### config.mk
export PLATFORM = sky130hd
export DESIGN_NAME = ps2_keydec
export DESIGN_NICKNAME = d
export VERILOG_FILES = /design/src/rtl/ps2_kbd_pkg.sv /design/src/rtl/ps2_keymap.sv /design/src/rtl/ps2_keydec.sv
export SDC_FILE = /design/constraint.sdc
export NUM_CORES = 1
export LEC_CHECK = 0
export BUFFER_PORTS_ARGS = -buffer_cell sky130_fd_sc_hd__buf_2
export CAP_MARGIN = 20
export CORE_MARGIN = 1
export CORE_UTILIZATION = 60
export DETAILED_ROUTE_END_ITERATION = 8
export GPL_ROUTABILITY_DRIVEN = 0
export GPL_TIMING_DRIVEN = 1
export PLACE_DENSITY = 0.78
export SLEW_MARGIN = 20
export SYNTH_ARGS = -nofsm -noshare
export SYNTH_HDL_FRONTEND = slang
export SYNTH_HIERARCHICAL = 1
export SYNTH_SLANG_ARGS = --single-unit
### constraint.sdc
create_clock -name clk -period 3.3 [get_ports clk]
set_clock_uncertainty 0.1 [all_clocks]
set_input_delay 0.66 -clock clk [delete_from_list [all_inputs] [get_ports clk]]
set_output_delay 0.66 -clock clk [all_outputs]
set_load 0.01 [all_outputs]
### src/rtl/ps2_kbd_pkg.sv
// Shared scancode constants and decoder state type for the PS/2 keyboard path.
package ps2_kbd_pkg;

  localparam logic [7:0] SC_EXT    = 8'hE0;
  localparam logic [7:0] SC_BRK    = 8'hF0;
  localparam logic [7:0] SC_LSHIFT = 8'h12;
  localparam logic [7:0] SC_RSHIFT = 8'h59;
  localparam logic [7:0] SC_CAPS   = 8'h58;

  typedef enum logic [1:0] {
    ST_IDLE,
    ST_POP,
    ST_PROC,
    ST_HOLD
  } state_e;

endpackage

### src/rtl/ps2_keymap.sv
// Combinational set-2 scancode to ASCII translation.
module ps2_keymap (
  input  logic [7:0] code,
  input  logic       shift,
  input  logic       caps,
  output logic [7:0] ascii
);

  logic [7:0] lo;
  logic [7:0] hi;
  logic       alpha;

  // Letters carry only their lowercase glyph; the uppercase form is derived below.
  always_comb begin
    lo = '0;
    hi = '0;
    case (code)
      8'h1C: lo = "a";
      8'h32: lo = "b";
      8'h21: lo = "c";
      8'h23: lo = "d";
      8'h24: lo = "e";
      8'h2B: lo = "f";
      8'h34: lo = "g";
      8'h33: lo = "h";
      8'h43: lo = "i";
      8'h3B: lo = "j";
      8'h42: lo = "k";
      8'h4B: lo = "l";
      8'h3A: lo = "m";
      8'h31: lo = "n";
      8'h44: lo = "o";
      8'h4D: lo = "p";
      8'h15: lo = "q";
      8'h2D: lo = "r";
      8'h1B: lo = "s";
      8'h2C: lo = "t";
      8'h3C: lo = "u";
      8'h2A: lo = "v";
      8'h1D: lo = "w";
      8'h22: lo = "x";
      8'h35: lo = "y";
      8'h1A: lo = "z";
      8'h16: begin lo = "1";   hi = "!";   end
      8'h1E: begin lo = "2";   hi = "@";   end
      8'h26: begin lo = "3";   hi = "#";   end
      8'h25: begin lo = "4";   hi = "$";   end
      8'h2E: begin lo = "5";   hi = "%";   end
      8'h36: begin lo = "6";   hi = "^";   end
      8'h3D: begin lo = "7";   hi = "&";   end
      8'h3E: begin lo = "8";   hi = "*";   end
      8'h46: begin lo = "9";   hi = "(";   end
      8'h45: begin lo = "0";   hi = ")";   end
      8'h0E: begin lo = 8'h60; hi = "~";   end
      8'h4E: begin lo = "-";   hi = "_";   end
      8'h55: begin lo = "=";   hi = "+";   end
      8'h54: begin lo = "[";   hi = "{";   end
      8'h5B: begin lo = "]";   hi = "}";   end
      8'h5D: begin lo = 8'h5C; hi = "|";   end
      8'h4C: begin lo = ";";   hi = ":";   end
      8'h52: begin lo = 8'h27; hi = 8'h22; end
      8'h41: begin lo = ",";   hi = "<";   end
      8'h49: begin lo = ".";   hi = ">";   end
      8'h4A: begin lo = "/";   hi = "?";   end
      8'h29: lo = 8'h20;
      8'h5A: lo = 8'h0D;
      8'h66: lo = 8'h08;
      8'h0D: lo = 8'h09;
      8'h76: lo = 8'h1B;
      default: begin
        lo = '0;
        hi = '0;
      end
    endcase
  end

  assign alpha = (lo >= 8'h61) && (lo <= 8'h7A);

  always_comb begin
    if (alpha) begin
      ascii = (shift ^ caps) ? (lo - 8'h20) : lo;
    end else if (shift && (hi != '0)) begin
      ascii = hi;
    end else begin
      ascii = lo;
    end
  end

endmodule

### src/rtl/ps2_keydec.sv
// Pops scancodes from the PS/2 receiver FIFO, tracks prefixes and modifiers,
// and presents each key make as a single-entry event with valid/ack handshake.
module ps2_keydec
  import ps2_kbd_pkg::*;
(
  input  logic       clk,
  input  logic       reset,
  input  logic [7:0] ps2_data,
  input  logic       ps2_ready,
  output logic       ps2_rdn,
  output logic [7:0] key_code,
  output logic       key_ext,
  output logic [7:0] key_ascii,
  output logic       key_valid,
  input  logic       key_ack,
  output logic       caps_lock
);

  state_e     state_q;
  logic [7:0] byte_q;
  logic       ext_q, brk_q, shl_q, shr_q, caps_held_q;
  logic       rdn_q, valid_q, key_ext_q, caps_q;
  logic [7:0] code_q, ascii_q;
  logic [7:0] map_ascii;
  logic [7:0] ev_ascii;
  logic       is_shift;

  ps2_keymap u_keymap (
    .code  (byte_q),
    .shift (shl_q | shr_q),
    .caps  (caps_q),
    .ascii (map_ascii)
  );

  assign ev_ascii = ext_q ? '0 : map_ascii;
  assign is_shift = (byte_q == SC_LSHIFT) || (byte_q == SC_RSHIFT);

  always_ff @(posedge clk) begin
    if (reset) begin
      state_q     <= ST_IDLE;
      byte_q      <= '0;
      ext_q       <= 1'b0;
      brk_q       <= 1'b0;
      shl_q       <= 1'b0;
      shr_q       <= 1'b0;
      caps_held_q <= 1'b0;
      rdn_q       <= 1'b1;
      valid_q     <= 1'b0;
      key_ext_q   <= 1'b0;
      caps_q      <= 1'b0;
      code_q      <= '0;
      ascii_q     <= '0;
    end else begin
      // Ack clears first; an event load later in this block overrides it.
      if (valid_q && key_ack) begin
        valid_q <= 1'b0;
      end
      case (state_q)
        ST_IDLE: begin
          if (ps2_ready) begin
            byte_q  <= ps2_data;
            rdn_q   <= 1'b0;
            state_q <= ST_POP;
          end
        end
        ST_POP: begin
          rdn_q   <= 1'b1;
          state_q <= ST_PROC;
        end
        ST_PROC: begin
          state_q <= ST_IDLE;
          if (byte_q == SC_EXT) begin
            ext_q <= 1'b1;
          end else if (byte_q == SC_BRK) begin
            brk_q <= 1'b1;
          end else begin
            ext_q <= 1'b0;
            brk_q <= 1'b0;
            if (ext_q && is_shift) begin
              // Fake shifts from extended keys leave modifier state untouched.
            end else if (brk_q) begin
              if (!ext_q) begin
                if (byte_q == SC_LSHIFT) shl_q       <= 1'b0;
                if (byte_q == SC_RSHIFT) shr_q       <= 1'b0;
                if (byte_q == SC_CAPS)   caps_held_q <= 1'b0;
              end
            end else if (byte_q == SC_LSHIFT) begin
              shl_q <= 1'b1;
            end else if (byte_q == SC_RSHIFT) begin
              shr_q <= 1'b1;
            end else if (byte_q == SC_CAPS) begin
              if (!caps_held_q) caps_q <= ~caps_q;
              caps_held_q <= 1'b1;
            end else if (!valid_q || key_ack) begin
              valid_q   <= 1'b1;
              code_q    <= byte_q;
              key_ext_q <= ext_q;
              ascii_q   <= ev_ascii;
            end else begin
              // ext_q must survive the stall so the deferred load reports it.
              ext_q   <= ext_q;
              state_q <= ST_HOLD;
            end
          end
        end
        ST_HOLD: begin
          if (key_ack) begin
            valid_q   <= 1'b1;
            code_q    <= byte_q;
            key_ext_q <= ext_q;
            ascii_q   <= ev_ascii;
            ext_q     <= 1'b0;
            state_q   <= ST_IDLE;
          end
        end
        default: state_q <= ST_IDLE;
      endcase
    end
  end

  assign ps2_rdn   = rdn_q;
  assign key_code  = code_q;
  assign key_ext   = key_ext_q;
  assign key_ascii = ascii_q;
  assign key_valid = valid_q;
  assign caps_lock = caps_q;

endmodule

==> reports/qor.csv, run 1 <==
stage;metric;value;unit
logic_synthesis;Synth top cells by count;dfxtp_1 (35), nor2_1 (32), nand2_1 (28);
clock_tree;clk slew on worst S/H paths;0.08;ns
clock_tree;# hold bufs at CTS;0;
routing;post-route antenna net violation count;0;
timing;fin crit share;96.3;%
logic_synthesis;Post-synth ARST share;0;%
layout;Area growth, synth to finish;8.74;%
logic_synthesis;Post-Syn Area per Cell;7.88;um2
clock_tree;H-tree lvl count;2;
timing;setup TNS;0;ns
worst_setup_path;crit path kind;flip-flop to flip-flop;
clock_tree;Post-CTS Resized;0;
worst_setup_path;crit path DAT;3.30;ns
logic_synthesis;Synth area leaders;dfxtp_1 (20%), mux2i_1 (5.8%), a21oi_1 (3.5%), nor2_1 (3.5%), nand2b_1 (3.3%);
die;Die Ht;77.8;um
timing;final setup violation count;0;
timing;Worst slew margin;44.0;%
logic_synthesis;register area share after synthesis;20.3;%
logic_synthesis;post-synthesis cell area;3450;um2
layout;number of nets in the final layout;468;
worst_setup_path;Worst EP required;3.42;ns
die;Die Area;6060;um2
global_routing;first-pass GRT wire length;15.6;mm
clock_tree;Clock Tree Root;clkbuf_8;
power;P per Cell Area;306;nW/um2
placed_design;Post-DP HPWL;6.91;mm
routing;post-DR vias/cell;6.93;
die;die extent in x;77.8;um
routing;routed via count;3657;
power;leakage;1.40;nW
layout;diode count;0;
logic_synthesis;YS warnings;6;
timing;fin crit period;3.18;ns
outcome;status;finished, final reports clean;
logic_synthesis;Synth area leader;dfxtp_1;
routing;number of remaining DRC errors;0;
global_routing;GRT Util Overall;32.1;%
die;io pins;32;
worst_setup_path;Crit Path Max Fanout;20;
clock_tree;worst-skew pair later-pin latency;0.30;ns
power;Final Total Pwr;1.15;mW
timing;worst slew pin tran;0.837;ns
routing;drt wl/cell;18.3;um
logic_synthesis;Yosys reg bits;35;
routing;Iter 0 DRT Violations;563;
placed_design;Post-Place Worst Slack;0.228;ns
timing;RSZ-0062 raised after global routing;no;
logic_synthesis;Post-Syn Instances;438;
clock_tree;clock sink count;35;
flow_run;Max Cap Viol;0;
logic_synthesis;Netlist cell types;79;
layout;share of cells above drive strength 1;19.7;%
die;Initial Util;62.3;%
logic_synthesis;Most used DFF post-synth;dfxtp_1;
worst_setup_path;nature of the critical path startpoint;flip-flop;
layout;final core utilization;67.7;%
logic_synthesis;top-count cell post-synth;dfxtp_1;
global_routing;largest net degree at the start of global routing;47;
routing;drt total wl;9.65;mm
global_routing;grt ovf;0;
global_routing;vias in the first global route;3181;
die;Cell Rows;27;
placed_design;# port buffers;31;
logic_synthesis;Syn Nets;451;
clock_tree;worst-case clock buffer depth;2;
timing;Final Slew Violations;0;
logic_synthesis;number of synthesized flops with an enable pin;0;
logic_synthesis;post-synth top area share;20.3;%
worst_setup_path;critical path capture point type;flip-flop;
timing;final setup margin;0.121;ns
clock_tree;Post-CTS Setup Bufs;0;
clock_tree;TritonCTS buffer count;5;
timing;Peak Freq;0.315;GHz
clock_tree;CTS tree;built;
hold_path;HP Class;flip-flop to flip-flop;
global_routing;initial antenna violation count;0;
timing;Final Hold Vio Count;0;
routing;first drt pass iteration count;5;
power;Peak VDD IR;0.308;mV
die;core area;5540;um2
[routing by layer]
metal,vias to the layer above,part of all wire (%),track usage (%)
li1,1711,-,-
met1,1674,43,44.3
met2,239,45,49.4
met3,33,9.8,5.65
met4,0,3.0,12.5
met5,-,0,0
[placed cells by master, fill, tap and decap left out, types with 12 or more instances in the layout]
| cell | instances |
|---|---|
| dfxtp_1 | 34 |
| nor2b_1 | 14 |
| mux2i_1 | 20 |
| buf_4 | 22 |
| buf_2 | 31 |
| nand2b_1 | 18 |
| a21oi_1 | 24 |
| nand2_1 | 28 |
| nand4_1 | 12 |
| o21ai_0 | 15 |
| nand3_1 | 13 |
| nor2_1 | 32 |
[flip-flops by register name (all words and copies together), names as in the netlist]
register / cells
caps_held_q: 1
byte_q: 8
ext_q: 1
key_ext: 1
key_ascii: 8
ps2_rdn: 1
caps_lock: 1
key_valid: 1
state_q: 2
shr_q: 1
brk_q: 1
key_code: 8
shl_q: 1
[logic make-up (layout without fill, tap and decap cells)]
kind of cell | Yosys count | in the layout | share of synthesized area [%]
mux | 21 | 21 | 6.13
flops | 35 | 35 | 20.3
compound gates | 118 | 118 | 25.7
fa+ha+maj | 1 | 1 | 0.363
buf+inv | 54 | 72 | 7.94
simple gates | 203 | 203 | 38.0
xor+xnor | 6 | 6 | 1.52
[final timing paths]
kind	to	slack, ns	depth (start not counted)	start
max	key_ascii[6]$_SDFFE_PP0P_	0.12	11	byte_q[4]$_SDFFE_PP0P_
min	key_ascii[4]$_SDFFE_PP0P_	0.38	2	key_ascii[4]$_SDFFE_PP0P_
max reg2reg	key_ascii[6]$_SDFFE_PP0P_	0.12	11	byte_q[4]$_SDFFE_PP0P_
min reg2reg	key_ascii[4]$_SDFFE_PP0P_	0.38	2	key_ascii[4]$_SDFFE_PP0P_
[through the flow]
step | area, um2 | hold slack, ns | std cells
finish | 3750 | 0.379 | 528
global route | 3750 | 0.402 | 528
CTS | 3740 | 0.384 | 528
detailed placement | 3630 | 0.368 | 520
global placement | 3630 | 0.360 | 520
floorplan | 3450 | 0.352 | 438
[final cells by class]
class	count	area, um2
multi-input cells	349	2480
fillers	474	1790
flip-flops and latches	35	702
repair buffers	53	320
well taps	72	90.1
clock buffers	6	82.6
inverters	11	41.3
clock inverters	2	35.0
[critical path, stage by stage, from the launching register on]
cell     delay, ns
dfxtp_1       0.63
buf_4         0.33
nor4b_4       0.51
o21a_1        0.23
a21oi_1       0.06
and3_1        0.18
and3_1        0.20
and2_1        0.16
ha_1          0.29
a32oi_1       0.21
nand2_1       0.07
mux2i_1       0.14
[power breakdown]
| group | internal, mW | total [mW] | switching (mW) |
|---|---|---|---|
| Clock | 0.244 | 0.410 | 0.166 |
| Sequential | 0.434 | 0.464 | 0.0296 |
| Combinational | 0.110 | 0.272 | 0.162 |
| Total | 0.789 | 1.15 | 0.358 |
(Power assumes the default switching activity.)
==> run 2, diff against run 1 <==
--- a/config.mk
+++ b/config.mk
@@ -12,6 +12,7 @@
 export DETAILED_ROUTE_END_ITERATION = 8
 export GPL_ROUTABILITY_DRIVEN = 0
 export GPL_TIMING_DRIVEN = 1
+export MAX_ROUTING_LAYER = met4
 export PLACE_DENSITY = 0.78
 export SLEW_MARGIN = 20
 export SYNTH_ARGS = -nofsm -noshare
==> constraint.sdc (replaced) <==
create_clock -name clk -period 3.7 [get_ports clk]
set_clock_uncertainty 0.1 [all_clocks]
set_input_delay 0.74 -clock clk [delete_from_list [all_inputs] [get_ports clk]]
set_output_delay 0.74 -clock clk [all_outputs]
set_load 0.01 [all_outputs]
==> run 2 against run 1 <==
Via count fell by 1.4%. Sequential power is 9.7% lower. Total power shrank 19%. Critical path depth decreased by 2. Highest routed layer unchanged.
==> reports/qor.csv, run 2 (synthesis gave the netlist of run 1 again) <==
stage;metric;value;unit;change
clock_tree;Clock Tree Root;clkbuf_8;;
timing;Peak Freq;0.292;GHz;-7.2%
placed_design;# port buffers;31;;unchanged
hold_path;Hold Path Stages;2;;unchanged
outcome;status;finished, final reports clean;;
hold_path;Hold Startpoint;key_ascii[3]$_SDFFE_PP0P_;;
worst_setup_path;crit path kind;flip-flop to flip-flop;;
worst_setup_path;RR Endpoint;key_ascii[5]$_SDFFE_PP0P_;;
global_routing;first-pass GRT wire length;15.6;mm;about the same
power;Final Total Pwr;0.928;mW;-19%
timing;setup TNS;0;ns;unchanged
global_routing;initial antenna violation count;0;;unchanged
routing;Iter 0 DRT Violations;498;;-12%
routing;routed via count;3606;;-1.4%
timing;final setup violation count;0;;unchanged
routing;post-route antenna net violation count;0;;unchanged
routing;number of remaining DRC errors;0;;unchanged
clock_tree;worst-case clock buffer depth;2;;unchanged
global_routing;grt ovf;0;;unchanged
timing;Hold WS;0.379;ns;+0.0000720 ns
layout;Area growth, synth to finish;6.17;%;
routing;drt wl/cell;18.9;um;+3.5%
timing;Final Hold Vio Count;0;;unchanged
hold_path;HP Class;flip-flop to flip-flop;;
die;Cell Rows;27;;unchanged
timing;worst slew pin tran;1.19;ns;+0.357 ns
clock_tree;Post-CTS Resized;0;;unchanged
timing;RSZ-0062 raised after global routing;no;;
timing;Worst slew margin;20.2;%;-24 points
hold_path;end of the worst hold path;key_ascii[3]$_SDFFE_PP0P_;;
worst_setup_path;FF-to-FF path depth;9;;-2
global_routing;vias in the first global route;3123;;-1.8%
clock_tree;# hold bufs at CTS;0;;unchanged
power;P per Cell Area;253;nW/um2;-17%
timing;Final Slew Violations;0;;unchanged
worst_setup_path;crit path DAT;3.54;ns;+0.24 ns
die;die extent in x;77.8;um;unchanged
routing;post-DR vias/cell;6.93;;+0.12%
die;Initial Util;62.3;%;unchanged
layout;most common cell after layout, fill and taps aside;dfxtp_1;;
flow_run;Max Cap Viol;0;;unchanged
clock_tree;Post-CTS Setup Bufs;0;;unchanged
routing;first drt pass iteration count;6;;+1
layout;highest-count cells in the layout ignoring fill and taps;dfxtp_1 (35), nor2_1 (32), buf_2 (31), nand2_1 (28), a21oi_1 (24);;
power;leakage;1.34;nW;-3.8%
die;io pins;32;;unchanged
layout;share of cells above drive strength 1;17.9;%;-1.9 points
clock_tree;worst-skew pair later-pin latency;0.28;ns;-0.02 ns
layout;number of nets in the final layout;461;;-1.5%
timing;fin crit period;3.43;ns;+0.246 ns
die;core area;5540;um2;unchanged
timing;fin crit share;92.6;%;-3.8 points
worst_setup_path;nature of the critical path startpoint;flip-flop;;
worst_setup_path;critical path capture point type;flip-flop;;
die;Die Ht;77.8;um;unchanged
clock_tree;CTS tree;built;;
global_routing;largest net degree at the start of global routing;47;;unchanged
worst_setup_path;Critical R2R Launch;byte_q[7]$_SDFFE_PP0P_;;
worst_setup_path;Reg2Reg Setup Slack;0.27;ns;+0.15 ns
die;Die Area;6060;um2;unchanged
worst_setup_path;Worst EP required;3.82;ns;+0.40 ns
worst_setup_path;Crit Path Max Fanout;26;;+30%
clock_tree;TritonCTS buffer count;5;;unchanged
clock_tree;clk slew on worst S/H paths;0.07;ns;about the same
power;Peak VDD IR;0.261;mV;-15%
global_routing;GRT Util Overall;33.3;%;+1.2 points
layout;diode count;0;;unchanged
placed_design;Post-DP HPWL;7.06;mm;+2.1%
clock_tree;H-tree lvl count;2;;unchanged
routing;drt total wl;9.84;mm;+2.0%
clock_tree;clock sink count;35;;unchanged
-- run 2: routing by layer --
layer	vias up	global-route usage [%]	share of wire, %
met5	-	-	0
met4	0	12.1	3.0
met3	43	7.41	11
met2	239	49.3	43
met1	1636	44.2	43
li1	1688	-	-
-- run 2: where the power goes --
| part | switching (mW) | internal, mW | leakage [nW] |
|---|---|---|---|
| clock | 0.131 | 0.146 | 0.0470 |
| combinational | 0.139 | 0.0936 | 1.01 |
| sequential | 0.0315 | 0.387 | 0.284 |
| total | 0.301 | 0.627 | 1.34 |
-- run 2: how the worst max path moves through the flow --
stage,from,endpoint,slack (ns),cells after the start
6_report,byte_q[7]$_SDFFE_PP0P_,key_ascii[5]$_SDFFE_PP0P_,0.27,9
5_1_grt,byte_q[7]$_SDFFE_PP0P_,key_ascii[5]$_SDFFE_PP0P_,0.18,9
4_1_cts,byte_q[7]$_SDFFE_PP0P_,key_ascii[6]$_SDFFE_PP0P_,0.38,9
3_5_place_dp,byte_q[7]$_SDFFE_PP0P_,key_ascii[6]$_SDFFE_PP0P_,0.39,9
3_3_place_gp,byte_q[7]$_SDFFE_PP0P_,key_ascii[5]$_SDFFE_PP0P_,0.49,9
2_1_floorplan,byte_q[4]$_SDFFE_PP0P_,key_ascii[6]$_SDFFE_PP0P_,0.93,12
-- run 2: layout make-up --
class                      count  area (um2)
multi-input combinational    349        2470
fill                         484        1880
sequential                    35         701
timing repair buffer          46         268
tap                           72        90.1
clock buffer                   6        82.6
inverter                      11        41.3
clock inverter                 1        5.00
-- run 2: worst max-delay path, cell delays in order (launching register included) --
cell and delay [ns]:
dfxtp_1 0.84, or4b_1 0.39, o22ai_1 0.12, a221oi_1 0.61, nand4b_1 0.35, nor4bb_4 0.38, a21oi_2 0.12, o311ai_2 0.23
nand2_1 0.08, mux2i_1 0.14
-- run 2: per-stage QoR --
| stage | setup WS (ns) | area [um2] | std cells | util, % |
|---|---|---|---|---|
| 2_1_floorplan | 0.927 | 3450 | 438 | - |
| 3_3_place_gp | 0.491 | 3570 | 513 | 64.5 |
| 3_5_place_dp | 0.392 | 3570 | 513 | 64.5 |
| 4_1_cts | 0.382 | 3660 | 520 | 66.1 |
| 5_1_grt | 0.175 | 3660 | 520 | 66.1 |
| 6_report | 0.275 | 3660 | 520 | 66.1 |
